File: config.mk
export PLATFORM = sky130hd
export DESIGN_NAME = stream_mux_arb
export DESIGN_NICKNAME = d
export VERILOG_FILES = /design/src/rtl/mux_pkg.sv /design/src/rtl/stream_mux_arb_rr_arbiter.sv /design/src/rtl/stream_mux_arb.sv
export SDC_FILE = /design/constraint.sdc
export NUM_CORES = 1
export LEC_CHECK = 0
export BUFFER_PORTS_ARGS = -buffer_cell sky130_fd_sc_hd__buf_2
export CAP_MARGIN = 20
export CORE_ASPECT_RATIO = 0.5
export CORE_MARGIN = 3
export CORE_UTILIZATION = 45
export CTS_BUF_LIST = sky130_fd_sc_hd__clkbuf_8
export DETAILED_ROUTE_END_ITERATION = 10
export GPL_TIMING_DRIVEN = 0
export PLACE_DENSITY = 0.88
export SYNTH_ARGS = -nofsm -noshare
export SYNTH_HDL_FRONTEND = slang
export SYNTH_SLANG_ARGS = --single-unit
File: constraint.sdc
create_clock -name clk -period 3.1 [get_ports clk]
set_input_delay 0.155 -clock clk [delete_from_list [all_inputs] [get_ports clk]]
set_output_delay 0.155 -clock clk [all_outputs]
set_load 0.1 [all_outputs]
File: src/rtl/mux_pkg.sv
// Shared definitions for the stream_mux_arb codebase slice.
//
// Contents:
//   MODE_FIXED / MODE_RR : encodings of the mode input.
//   sel_width()          : width of a channel index for an n-channel mux.
//                          It never returns 0, so a select port always
//                          has at least one bit.

package mux_pkg;

    localparam logic MODE_FIXED = 1'b0;
    localparam logic MODE_RR    = 1'b1;

    function automatic int sel_width(input int n);
        return (n <= 2) ? 1 : $clog2(n);
    endfunction

endpackage

File: src/rtl/stream_mux_arb_rr_arbiter.sv
// Round-robin arbiter: combinational grant over NCH requesters.
//
// Ports:
//   req     [NCH]  in   request vector (one bit per channel)
//   ptr     [SELW] in   last-served channel; the scan starts at ptr+1
//   gnt     [NCH]  out  one-hot grant, or all-zero when nothing requests
//   gnt_idx [SELW] out  index of the granted channel (0 when no grant)
//
// The scan visits ptr+1, ptr+2, ... and wraps from NCH-1 to 0 by explicit
// compare. NCH therefore need not be a power of two.

module rr_arbiter
    import mux_pkg::*;
#(
    parameter  int NCH  = 4,
    localparam int SELW = sel_width(NCH)
) (
    input  logic [NCH-1:0]  req,
    input  logic [SELW-1:0] ptr,
    output logic [NCH-1:0]  gnt,
    output logic [SELW-1:0] gnt_idx
);

    logic [SELW-1:0] idx;
    logic            found;

    always_comb begin
        // NOTE: every output and temporary gets a default first so no path
        // through the block leaves a value unassigned (no inferred latch).
        gnt     = '0;
        gnt_idx = '0;
        found   = 1'b0;
        idx     = ptr;
        // NOTE: combinational scan uses blocking '=' so each iteration sees
        // the idx updated by the previous one; clocked state uses '<='.
        for (int k = 0; k < NCH; k++) begin
            if (idx == SELW'(NCH - 1)) begin
                idx = '0;
            end else begin
                idx = idx + 1'b1;
            end
            if (!found && req[idx]) begin
                found        = 1'b1;
                gnt[idx]     = 1'b1;
                gnt_idx      = idx;
            end
        end
    end

endmodule

File: src/rtl/stream_mux_arb.sv
// N-channel stream multiplexer with valid/ready handshakes, fixed or
// round-robin selection, and a single registered output slot.
//
// Ports:
//   clk        in   rising-edge clock
//   rst        in   synchronous active-high reset
//   mode       in   MODE_FIXED: use sel; MODE_RR: round-robin arbitration
//   sel        in   channel index used in fixed mode
//   in_data    in   NCH*W packed channel data, channel c at [c*W +: W]
//   in_valid   in   per-channel valid
//   in_ready   out  per-channel ready, at most one bit high
//   out_data   out  registered output data
//   out_ch     out  channel that supplied out_data
//   out_valid  out  output slot holds a beat
//   out_ready  in   consumer accepts the beat
//
// The output slot may reload in the same cycle it is consumed, so a stream
// runs at one beat per clock with one cycle of latency.

module stream_mux_arb
    import mux_pkg::*;
#(
    parameter  int NCH  = 4,
    parameter  int W    = 8,
    localparam int SELW = sel_width(NCH)
) (
    input  logic              clk,
    input  logic              rst,
    input  logic              mode,
    input  logic [SELW-1:0]   sel,
    input  logic [NCH*W-1:0]  in_data,
    input  logic [NCH-1:0]    in_valid,
    output logic [NCH-1:0]    in_ready,
    output logic [W-1:0]      out_data,
    output logic [SELW-1:0]   out_ch,
    output logic              out_valid,
    input  logic              out_ready
);

    // Output slot and round-robin pointer.
    logic [W-1:0]    out_data_q,  out_data_d;
    logic [SELW-1:0] out_ch_q,    out_ch_d;
    logic            out_valid_q, out_valid_d;
    logic [SELW-1:0] rr_ptr_q,    rr_ptr_d;

    // Grant path.
    logic [NCH-1:0]  rr_gnt;
    logic [SELW-1:0] rr_idx;
    logic [NCH-1:0]  fix_gnt;
    logic [NCH-1:0]  gnt;
    logic [SELW-1:0] gnt_idx;
    logic            can_load;
    logic            xfer;

    rr_arbiter #(
        .NCH (NCH)
    ) u_rr_arbiter (
        .req     (in_valid),
        .ptr     (rr_ptr_q),
        .gnt     (rr_gnt),
        .gnt_idx (rr_idx)
    );

    // Fixed-mode grant: an out-of-range sel grants nothing. The range test
    // short-circuits before in_valid is indexed.
    always_comb begin
        fix_gnt = '0;
        if (int'(sel) < NCH) begin
            if (in_valid[sel]) begin
                fix_gnt[sel] = 1'b1;
            end
        end
    end

    always_comb begin
        if (mode == MODE_RR) begin
            gnt     = rr_gnt;
            gnt_idx = rr_idx;
        end else begin
            gnt     = fix_gnt;
            gnt_idx = sel;
        end
    end

    // The slot can take a new beat when it is empty or being drained now.
    assign can_load = !out_valid_q || out_ready;
    assign in_ready = gnt & {NCH{can_load}};
    // A grant implies its channel is valid, so a transfer is grant + space.
    assign xfer     = |in_ready;

    always_comb begin
        out_data_d  = out_data_q;
        out_ch_d    = out_ch_q;
        out_valid_d = out_valid_q;
        rr_ptr_d    = rr_ptr_q;
        if (xfer) begin
            out_data_d  = in_data[int'(gnt_idx)*W +: W];
            out_ch_d    = gnt_idx;
            out_valid_d = 1'b1;
            // Fixed-mode transfers move the pointer too, so a later switch
            // to round-robin resumes after the last-served channel.
            rr_ptr_d    = gnt_idx;
        end else if (out_ready) begin
            out_valid_d = 1'b0;
        end
    end

    always_ff @(posedge clk) begin
        if (rst) begin
            // NOTE: the data/channel holding register is reset as well as the
            // valid flag because its reset value is visible on out_data/out_ch.
            out_data_q  <= '0;
            out_ch_q    <= '0;
            out_valid_q <= 1'b0;
            rr_ptr_q    <= SELW'(NCH - 1);
        end else begin
            out_data_q  <= out_data_d;
            out_ch_q    <= out_ch_d;
            out_valid_q <= out_valid_d;
            rr_ptr_q    <= rr_ptr_d;
        end
    end

    assign out_data  = out_data_q;
    assign out_ch    = out_ch_q;
    assign out_valid = out_valid_q;

endmodule

-- Yosys cells after proc, flatten, opt, wreduce, memory -nomap -nowiden
Cells that the tools add are included.
- shift operators: 1
- multiplexer cells: 40
- add/sub/neg operators: 4
- reduce and logical (&&, ||, !) cells: 15
- equality and inequality tests: 4
- bitwise operators: 4
- order comparisons: 10
- operator list (kind ; count):
    indexed part select 32 x 6 -> 8 bit ; 1
    2-to-1 mux 4 bit ; 6
    2-to-1 mux 2 bit ; 9
    < comparator 2 x 3 -> 1 bit (second input constant) ; 5
    2-to-1 mux 1 bit ; 15
    OR 4 bit ; 3
    binary-select mux 1 bit (select 2 bit) ; 5
    demux 1 bit (select 2 bit) ; 5
    greater-or-equal comparator 2 x 1 -> 1 bit (second input constant) ; 5
    adder 2 x 1 -> 2 bit (second input constant) ; 4
    == test 2 bit (second input constant) ; 4
    logical AND 1 bit ; 8
    AND 4 bit ; 1
    logical NOT 1 bit ; 4
    OR reduction 4 bit ; 1
    nonzero test 2 bit ; 1
    logical OR 1 bit ; 1
- output and inout bits: 15
- register bits after elaboration: 13
- logic and storage cells: 82
- input port bits: 42

-- Logic depth before layout (Yosys ltp)
Gate-level depths: netlist of the first run.
- depth in word-level cells: 18
- depth in mapped cells: 12
- depth with buffers taken out: 10

-- Cells and area by module
From an unflattened synthesis of the first run, not the netlist that was laid out.
- cells, all modules: 190
- area total of the unflattened synthesis: 1647.8 µm²
- modules (own cells, without submodules) (module ; cells each ; instances ; area each (µm²) ; sequential area each (µm²)):
    stream_mux_arb ; 110 ; 1 ; 1058.5 ; 260.2
    rr_arbiter ; 80 ; 1 ; 589.3 ; 0.0

-- Worst setup path after synthesis of the first run
No wires, ideal clock.
- path type: reg2reg
- from: register rr_ptr_q[1]
- to: register rr_ptr_q[0]
- arrival time: 4.232 ns
- clock period less this slack: 4.352 ns
- buffers on the path: 2
- data required time: 2.980 ns
- cell stages (with the launch flop): 12
- setup slack: -1.252 ns
- cells stage by stage: dfxtp_1 ha_1 buf_2 nor2_1 a22oi_1 o32ai_1 nand2_1 a31oi_1 or4_4 buf_6 nor2_1 a211o_1
- longest elaborated chain between the ends: 17
- elaborated cells on any way between the ends: 64
- those cells by class: add/sub: 4; order compare: 8; eq/ne: 4; mux: 33; bitwise: 4; reduce/logical: 11
- RTL lines (what ; line ; text):
    start, declared ; stream_mux_arb.sv:44 ; logic [SELW-1:0] rr_ptr_q, rr_ptr_d;
    start signal, assigned ; stream_mux_arb.sv:115 ; rr_ptr_q <= SELW'(NCH - 1);
    start signal, assigned ; stream_mux_arb.sv:120 ; rr_ptr_q <= rr_ptr_d;
    adder 2 x 1 -> 2 bit or == test 2 bit (tied branches) ; stream_mux_arb_rr_arbiter.sv:40, stream_mux_arb_rr_arbiter.sv:37 ;
    2-to-1 mux 2 bit * ; stream_mux_arb_rr_arbiter.sv:37 ; if (idx == SELW'(NCH - 1)) begin
    adder 2 x 1 -> 2 bit (tied with other cells) ; stream_mux_arb_rr_arbiter.sv:40 ; idx = idx + 1'b1;
    2-to-1 mux 2 bit or 2-to-1 mux 1 bit (tied branches) ; stream_mux_arb_rr_arbiter.sv:37, stream_mux_arb_rr_arbiter.sv:42 ;
    adder 2 x 1 -> 2 bit (tied with other cells) ; stream_mux_arb_rr_arbiter.sv:40 ;
    2-to-1 mux 2 bit (tied with other cells) ; stream_mux_arb_rr_arbiter.sv:37 ;
    adder 2 x 1 -> 2 bit (tied with other cells) ; stream_mux_arb_rr_arbiter.sv:40 ;
    2-to-1 mux 2 bit (tied with other cells) ; stream_mux_arb_rr_arbiter.sv:37 ;
    (+2 left out) ; -- ;
    2-to-1 mux 1 bit (implied by the code) (tied with other cells) ; stream_mux_arb_rr_arbiter.sv:44 ; gnt[idx] = 1'b1;
    demux 1 bit (select 2 bit) (tied with other cells) ; -- ;
    OR 4 bit (no line) or logical AND 1 bit (tied branches) ; -- ;
    2-to-1 mux 4 bit * ; stream_mux_arb_rr_arbiter.sv:42 ; if (!found && req[idx]) begin
    2-to-1 mux 4 bit * ; stream_mux_arb.sv:76 ; if (mode == MODE_RR) begin
    AND 4 bit * ; stream_mux_arb.sv:87 ; assign in_ready = gnt & {NCH{can_load}};
    named net in_ready[2] ; stream_mux_arb.sv:33 ; output logic [NCH-1:0] in_ready,
    OR reduction 4 bit * ; stream_mux_arb.sv:89 ; assign xfer = |in_ready;
The timed path passes the listed nets; every way through them passes the cells marked *. The select of a mux whose other input is x is not followed.
A chain may end at the register's enable or synchronous reset.

-- Final worst setup path of the first run
- from: register rr_ptr_q[0]
- to: register out_data_q[5], in the netlist out_data[5]
- longest elaborated chain between the ends: 17
- elaborated cells on any way between the ends: 65
- those cells by class: add/sub: 4; order compare: 8; eq/ne: 4; shift: 1; mux: 33; bitwise: 4; reduce/logical: 11
- RTL lines (what ; line ; text):
    adder 2 x 1 -> 2 bit or == test 2 bit (tied branches) ; stream_mux_arb_rr_arbiter.sv:40, stream_mux_arb_rr_arbiter.sv:37 ;
    2-to-1 mux 2 bit * ; stream_mux_arb_rr_arbiter.sv:37 ;
    adder 2 x 1 -> 2 bit (tied with other cells) ; stream_mux_arb_rr_arbiter.sv:40 ;
    2-to-1 mux 2 bit or 2-to-1 mux 1 bit (tied branches) ; stream_mux_arb_rr_arbiter.sv:37, stream_mux_arb_rr_arbiter.sv:42 ;
    adder 2 x 1 -> 2 bit (tied with other cells) ; stream_mux_arb_rr_arbiter.sv:40 ;
    2-to-1 mux 2 bit (tied with other cells) ; stream_mux_arb_rr_arbiter.sv:37 ;
    adder 2 x 1 -> 2 bit (tied with other cells) ; stream_mux_arb_rr_arbiter.sv:40 ;
    2-to-1 mux 2 bit (tied with other cells) ; stream_mux_arb_rr_arbiter.sv:37 ;
    < comparator 2 x 3 -> 1 bit (implied by the code) (tied with other cells) ; stream_mux_arb_rr_arbiter.sv:44 ;
    logical AND 1 bit (implied by the code) (tied with other cells) ; stream_mux_arb_rr_arbiter.sv:44 ;
    2-to-1 mux 1 bit (implied by the code) (tied with other cells) ; stream_mux_arb_rr_arbiter.sv:44 ;
    demux 1 bit (select 2 bit) (tied with other cells) ; -- ;
    OR 4 bit (no line) or logical AND 1 bit (tied branches) ; -- ;
    2-to-1 mux 4 bit ; stream_mux_arb_rr_arbiter.sv:42 ;
    2-to-1 mux 4 bit ; stream_mux_arb.sv:76 ;
    AND 4 bit ; stream_mux_arb.sv:87 ;
    OR reduction 4 bit ; stream_mux_arb.sv:89 ;
    end signal, assigned ; stream_mux_arb.sv:117 ; out_data_q <= out_data_d;
    end, declared ; stream_mux_arb.sv:41 ; logic [W-1:0] out_data_q, out_data_d;
Every way passes the cells marked *; elsewhere a longest branch is shown, timed or not. The select of a mux whose other input is x is not followed.

==> run_results.csv, run 1 <==
group,metric,value,unit
timing,skew,0.000709,ns
die,floorplan.die.width,83.3,µm
detailed_routing,avgViaCountPerCell,5.70,
power_and_ir_drop,irDropWorstVdd,0.487,mV
layout,post_layout_util,75.8,%
critical_path,timing.critical_path.arrival,3.31,ns
global_route,grt_pass1_vias,1553,
clocking,clk_latency,0.24,ns
hold_path,origin_of_the_worst_min_delay_path,"rst",
timing,timing.fmax,0.319,GHz
timing,final.period_utilization,101,%
yosys,synth_area_per_cell,7.56,µm²
timing,slew-limit-headroom,59.7,%
timing,period_needed,3.13,ns
critical_path,cpLargestDelayFamily,"simple AND/OR/NAND/NOR gates",
outcome,outcome,"finished, violations left",
critical_path,worstPathMaxFanout,6,
yosys,synth.top_cells.by_area,"dfxtp_1 19%, o211ai_1 8.9%, mux2_2 6.7%",
yosys,async_flop_share,0,%
critical_path,timing.reg2reg.setup_slack,-0.03,ns
hold_path,timing.hold.worst.class,"in2reg",
yosys,number_of_enable_type_register_cells_in_the_synthesized_netlist,0,
layout,synth_to_layout_area_growth,53.1,%
clocking,clock_tree_root,"clkbuf_8",
yosys,synth.ff_latch_count,13,
detailed_routing,finalWirelength,4610,µm
detailed_routing,drt_pass1_iterations,5,
yosys,synth_cells,178,
hold_path,cell_depth_of_the_worst_hold_path,2,
yosys,library_cell_with_the_largest_summed_area_after_synthesis,"dfxtp_1",
critical_path,critical_path.slowest_cell,"mux4_2",
critical_path,critPathLaunchType,"flop",
layout,multi_input_comb_area,1120,µm²
die,initial_core_util,49.5,%
layout,finish.net_count,302,
die,fp-row-count,13,
die,floorplan.die.height,44.7,µm
clocking,number_of_buffers_added_by_the_clock_tree_synthesis_step,3,
global_route,globalRouteOverflowTotal,0,
placement,placer_s_final_routability_congestion_estimate,0.892,
critical_path,worstPathBufferInverterCount,4,
timing,slew_at_the_pin_closest_to_its_max_slew_limit,0.603,ns
detailed_routing,total_number_of_vias,1646,
clocking,clkSlewWorstSetupHoldPaths,0.05,ns
detailed_routing,drt_iter0_markers,109,
clocking,cts_tree,"built",
job,maxCapViolCount,0,
critical_path,rr_endpoint,"out_data[5]",
critical_path,setup.worst_path.start,"rr_ptr_q[0]",
yosys,synth.cell_area,1350,µm²
global_route,global_route_wire_length_before_repair,6760,µm
critical_path,r2r.worst_path.cells,11,
global_route,grt.total_usage,21.8,%
die,io_pins,57,
die,placeableCoreArea,2720,µm²
yosys,yosys_most_used_dff,"dfxtp_1",
detailed_routing,route.detailed.drc,0,
yosys,netlist-cell-type-count,42,
layout,sequential_cell_area,265,µm²
yosys,ys_warn_count,0,
clocking,h-tree-depth,1,
timing,setup_viol,5,
critical_path,critical-path-max-stage-delay,0.62,ns
layout,share_of_layout_cells_above_drive_strength_1,47.6,%
critical_path,rr_startpoint,"rr_ptr_q[0]",
yosys,synth_commonest_cells,"22 x inv_1, 16 x o211ai_1, 13 x a21oi_1, 13 x dfxtp_1",
global_route,grt_antenna_before_repair,0,
yosys,synth_nets,227,
power_and_ir_drop,power.density_cell_area,711,nW/µm²
critical_path,critPathRequiredTime,3.27,ns
layout,n_antenna_cell,0,
hold_path,worst_hold_path.endpoint,"out_data[7]",
timing,finalHoldViolCount,0,
yosys,synth_sequential_area_ratio,19.3,%
detailed_routing,detail_route.wl_per_cell,16.0,µm
global_route,grt_max_degree,11,
critical_path,timing.critical_path.to_type,"flop",
placement,io_buffer_count,55,
placement,postPlaceCellArea,1790,µm²
placement,hpwlAfterDp,2920,µm
critical_path,cells_traversed_along_the_worst_timing_path,"buf_6, inv_8, ha_4, inv_6, mux4_2, a221oi_4, a31oi_4, or4_4, buf_8, or2_0, a21oi_1",
power_and_ir_drop,leakage,0.000900,µW
die,die-area,3720,µm²
clocking,cts_num_sinks,13,
yosys,post-synth-top-area-fraction,19.3,%
layout,fin_area,2060,µm²
detailed_routing,antenna_left,0,
layout,num-fill-cells,187,
critical_path,timing.setup.critical_path_class,"reg2reg",
clocking,cts.path.max_buffers,2,
placement,dpl_worst_slack,-0.117,ns
timing,postLayoutSetupSlackWorst,-0.0331,ns
outcome,failed_checks,"negative setup slack",
yosys,yosys.cell_count.top_type,"inv_1",
timing,slew_violations,0,
timing,grt_setup_unrepaired,"true",
-- area by class of cell --
cell class	count	share of cell area, %
plain buffers	9	3.10
clock buffers	3	2.00
clock inverters	1	0.182
inverters	23	4.80
multi-input cells	132	54.6
flip-flops and latches	13	12.9
well taps	37	2.25
repair buffers	71	20.2
-- per-layer routing --
layer  global-route usage [%]  part of all wire, %  routed length (µm)
met5                        0                    0                   0
met4                     6.84                  2.2                 101
met3                     2.23                  6.5                 300
met2                     42.8                   50                2290
met1                     25.8                   42                1920
-- cell families after synthesis --
family | Yosys count | share of synthesized area [%]
buffers and inverters | 33 | 10.2
AND/OR/NAND/NOR | 50 | 19.8
flip-flops | 13 | 19.3
adder cells (fa/ha/maj) | 9 | 8.00
multiplexers | 11 | 9.86
AO/OA/AOI/OAI | 62 | 32.7
-- repair_timing --
item | CTS | global route
gates resized for setup | 4 | 12
pin swaps | 1 | 9
hold buffers | 0 | 0
buffers inserted | 1 | 14
endpoints found under the setup margin | 11 | 16
cloned | 0 | 1
-- placed cells by master (no fill, tap or decap), drive strengths merged, types with 2 or more instances in the layout --
cell type  instances
a221oi             5
nor2              10
or2                9
o31ai              2
a21oi             13
a31oi              5
dfxtp             13
a211o              2
inv               24
clkbuf             7
nand3              9
buf               76
o21ba              2
nor3               3
nand2              8
nor2b              2
mux2               8
ha                 7
and3               2
nor4b              2
maj3               2
a211oi             2
mux2i              2
o21ai             10
a22oi              2
o211ai            16
-- metrics by stage --
step / setup TNS [ns] / std cells / hold slack (ns) / power [µW]
after floorplan: -1.46 / 178 / 0.224 / 965
after global placement: -0.281 / 270 / 0.356 / 1100
after detailed placement: -0.790 / 270 / 0.363 / 1120
after CTS: 0 / 275 / 0.111 / 1300
after global routing: -1.00 / 289 / 0.123 / 1530
final: -0.0865 / 289 / 0.107 / 1460
-- worst max-delay path by stage --
stage                   to  slack, ns  depth (start not counted)
2_1_floorplan  rr_ptr_q[0]      -0.14                         10
3_3_place_gp   out_data[5]      -0.05                         11
3_5_place_dp   out_data[5]      -0.12                         11
4_1_cts        out_data[5]      0.009                         11
5_1_grt        out_data[5]      -0.12                         11
6_report       out_data[5]      -0.03                         11
-- flip-flops by register name, indices dropped and copies added (netlist names) --
signal	cells
out_data	8
out_ch	2
rr_ptr_q	2
out_valid	1
-- where the power goes --
part / internal, µW / switching (µW)
Combinational: 371 / 708
Sequential: 209 / 27.3
Clock: 87.5 / 61.3
(Power assumes the default switching activity.)
==> run 2: changes to the inputs <==
--- a/config.mk
+++ b/config.mk
@@ -14,6 +14,7 @@
 export DETAILED_ROUTE_END_ITERATION = 10
 export GPL_TIMING_DRIVEN = 0
 export PLACE_DENSITY = 0.88
+export RECOVER_POWER = 100
 export SYNTH_ARGS = -nofsm -noshare
 export SYNTH_HDL_FRONTEND = slang
 export SYNTH_SLANG_ARGS = --single-unit
==> run 2 against run 1 <==
Die area did not move. Setup slack better by 0.00069 ns. Critical endpoint unchanged. Fmax about the same. Count of clock-buffer cells in the layout stayed put. Sequential power is essentially flat. The run still ends with negative setup slack left. Highest routed layer unchanged.
==> run_results.csv, run 2 (synthesis results as in run 1) <==
group,metric,value,unit
detailed_routing,total_number_of_vias,1642,
clocking,clock_tree_root,"clkbuf_8",
global_route,grt.total_usage,21.8,%
timing,timing.fmax,0.319,GHz
global_route,globalRouteMet1Util,25.8,%
clocking,cts_tree,"built",
timing,postLayoutSetupSlackWorst,-0.0324,ns
layout,largest_reg_flops,8,
placement,postPlaceCellArea,1790,µm²
detailed_routing,drt_iter0_markers,119,
timing,grt_setup_unrepaired,"true",
layout,share_of_layout_cells_above_drive_strength_1,43.3,%
layout,finish.cell_count_without_fillers,289,
die,initial_core_util,49.5,%
global_route,grt.met2_usage,42.8,%
detailed_routing,detail_route.wl_per_cell,16.1,µm
die,die-area,3720,µm²
layout,fin_area,2050,µm²
detailed_routing,avgViaCountPerCell,5.68,
die,placeableCoreArea,2720,µm²
timing,slew_violations,0,
clocking,cts.hold.buffers_added,0,
placement,hpwlAfterDp,2920,µm
placement,placer_s_final_routability_congestion_estimate,0.892,
timing,final.period_utilization,101,%
clocking,cts.path.max_buffers,2,
outcome,failed_checks,"negative setup slack",
die,floorplan.die.width,83.3,µm
layout,synth_to_layout_area_growth,52.1,%
die,floorplan.die.height,44.7,µm
global_route,grt_antenna_before_repair,0,
critical_path,timing.critical_path.to_type,"flop",
clocking,number_of_buffers_added_by_the_clock_tree_synthesis_step,3,
clocking,h-tree-depth,1,
clocking,cts_num_sinks,13,
critical_path,worstPathMaxFanout,6,
hold_path,timing.hold.worst.class,"in2reg",
timing,skew,0.000467,ns
power_and_ir_drop,irDropWorstVdd,0.480,mV
layout,n_antenna_cell,0,
clocking,clk_latency,0.24,ns
die,fp-row-count,13,
critical_path,timing.setup.critical_path_class,"reg2reg",
placement,post-place-cells,270,
detailed_routing,route.detailed.drc,0,
placement,io_buffer_count,55,
job,maxCapViolCount,0,
power_and_ir_drop,leakage,0.000860,µW
global_route,grt_max_degree,11,
layout,finish.net_count,302,
placement,dpl_worst_slack,-0.117,ns
power_and_ir_drop,power.density_cell_area,712,nW/µm²
critical_path,critPathLaunchType,"flop",
global_route,grt_pass1_vias,1553,
die,io_pins,57,
timing,finalHoldViolCount,0,
global_route,top_usage_layer,"met2",
layout,commonest_cells_after_routing_fill_and_taps_aside,"46 x buf_2, 21 x inv_1, 16 x o211ai_1",
global_route,grt.met3_usage,2.23,%
clocking,clkSlewWorstSetupHoldPaths,0.05,ns
global_route,global_route_wire_length_before_repair,6760,µm
timing,period_needed,3.13,ns
critical_path,timing.critical_path.arrival,3.30,ns
timing,slew_at_the_pin_closest_to_its_max_slew_limit,1.17,ns
detailed_routing,finalWirelength,4650,µm
detailed_routing,antenna_left,0,
timing,setup_viol,5,
global_route,globalRouteOverflowTotal,0,
critical_path,critPathRequiredTime,3.27,ns
outcome,outcome,"finished, violations left",
detailed_routing,drt_pass1_iterations,5,
layout,layout_commonest_cell,"buf_2",
timing,slew-limit-headroom,22.1,%
==> run 2: critical path: stages, from the launching register on <==
cell	delay, ns
dfxtp_4	0.37
buf_6	0.12
inv_8	0.03
ha_4	0.26
inv_6	0.07
mux4_2	0.62
a221oi_4	0.36
a31oi_4	0.13
or4_4	0.59
buf_8	0.15
or2_0	0.21
a21oi_1	0.14
==> run 2: metrics by stage <==
stage               setup TNS, ns  total power, µW  util, %  hold WS, ns
CTS                             0             1300     69.2        0.111
global placement           -0.281             1100     66.0        0.356
floorplan                   -1.46              965        -        0.224
finish                    -0.0950             1460     75.3        0.113
global route                -1.00             1520     75.3        0.123
detailed placement         -0.790             1120     66.0        0.363
==> run 2: final timing paths <==
| path | from | endpoint | slack [ns] | cells past startpoint |
|---|---|---|---|---|
| setup reg to reg | rr_ptr_q[0] | out_data[5] | -0.03 | 11 |
| hold reg to reg | out_ch[1] | out_ch[1] | 0.52 | 2 |
| setup / recovery | rr_ptr_q[0] | out_data[5] | -0.03 | 11 |
| hold / removal | rst | out_data[7] | 0.11 | 2 |
==> run 2: power by group <==
group	internal, µW	leakage [µW]	switching (µW)
clock network	87.4	0.0000269	61.0
logic	362	0.000725	709
registers	209	0.000108	28.4
==> run 2: layer usage <==
metal | vias to the layer above | part of all wire (%)
met2 | 76 | 50
li1 | 800 | -
met5 | - | 0
met3 | 12 | 6.7
met4 | 0 | 2.2
met1 | 754 | 41
==> run 2: final cells by class <==
class	count	area, µm²
Tap cell	37	46.3
Inverter	23	98.8
Clock buffer	3	41.3
Multi-Input combinational cell	132	1120
Buffer	9	63.8
Fill cell	195	671
Clock inverter	1	3.75
Timing Repair Buffer	71	402
Sequential cell	13	265
==> run 2: timing repair <==
| item | in CTS | in global routing |
|---|---|---|
| pin swaps | 1 | 9 |
| setup endpoints to repair | 11 | 16 |
| resized for setup | 4 | 12 |
| setup buffers | 1 | 14 |
| gates cloned | 0 | 1 |
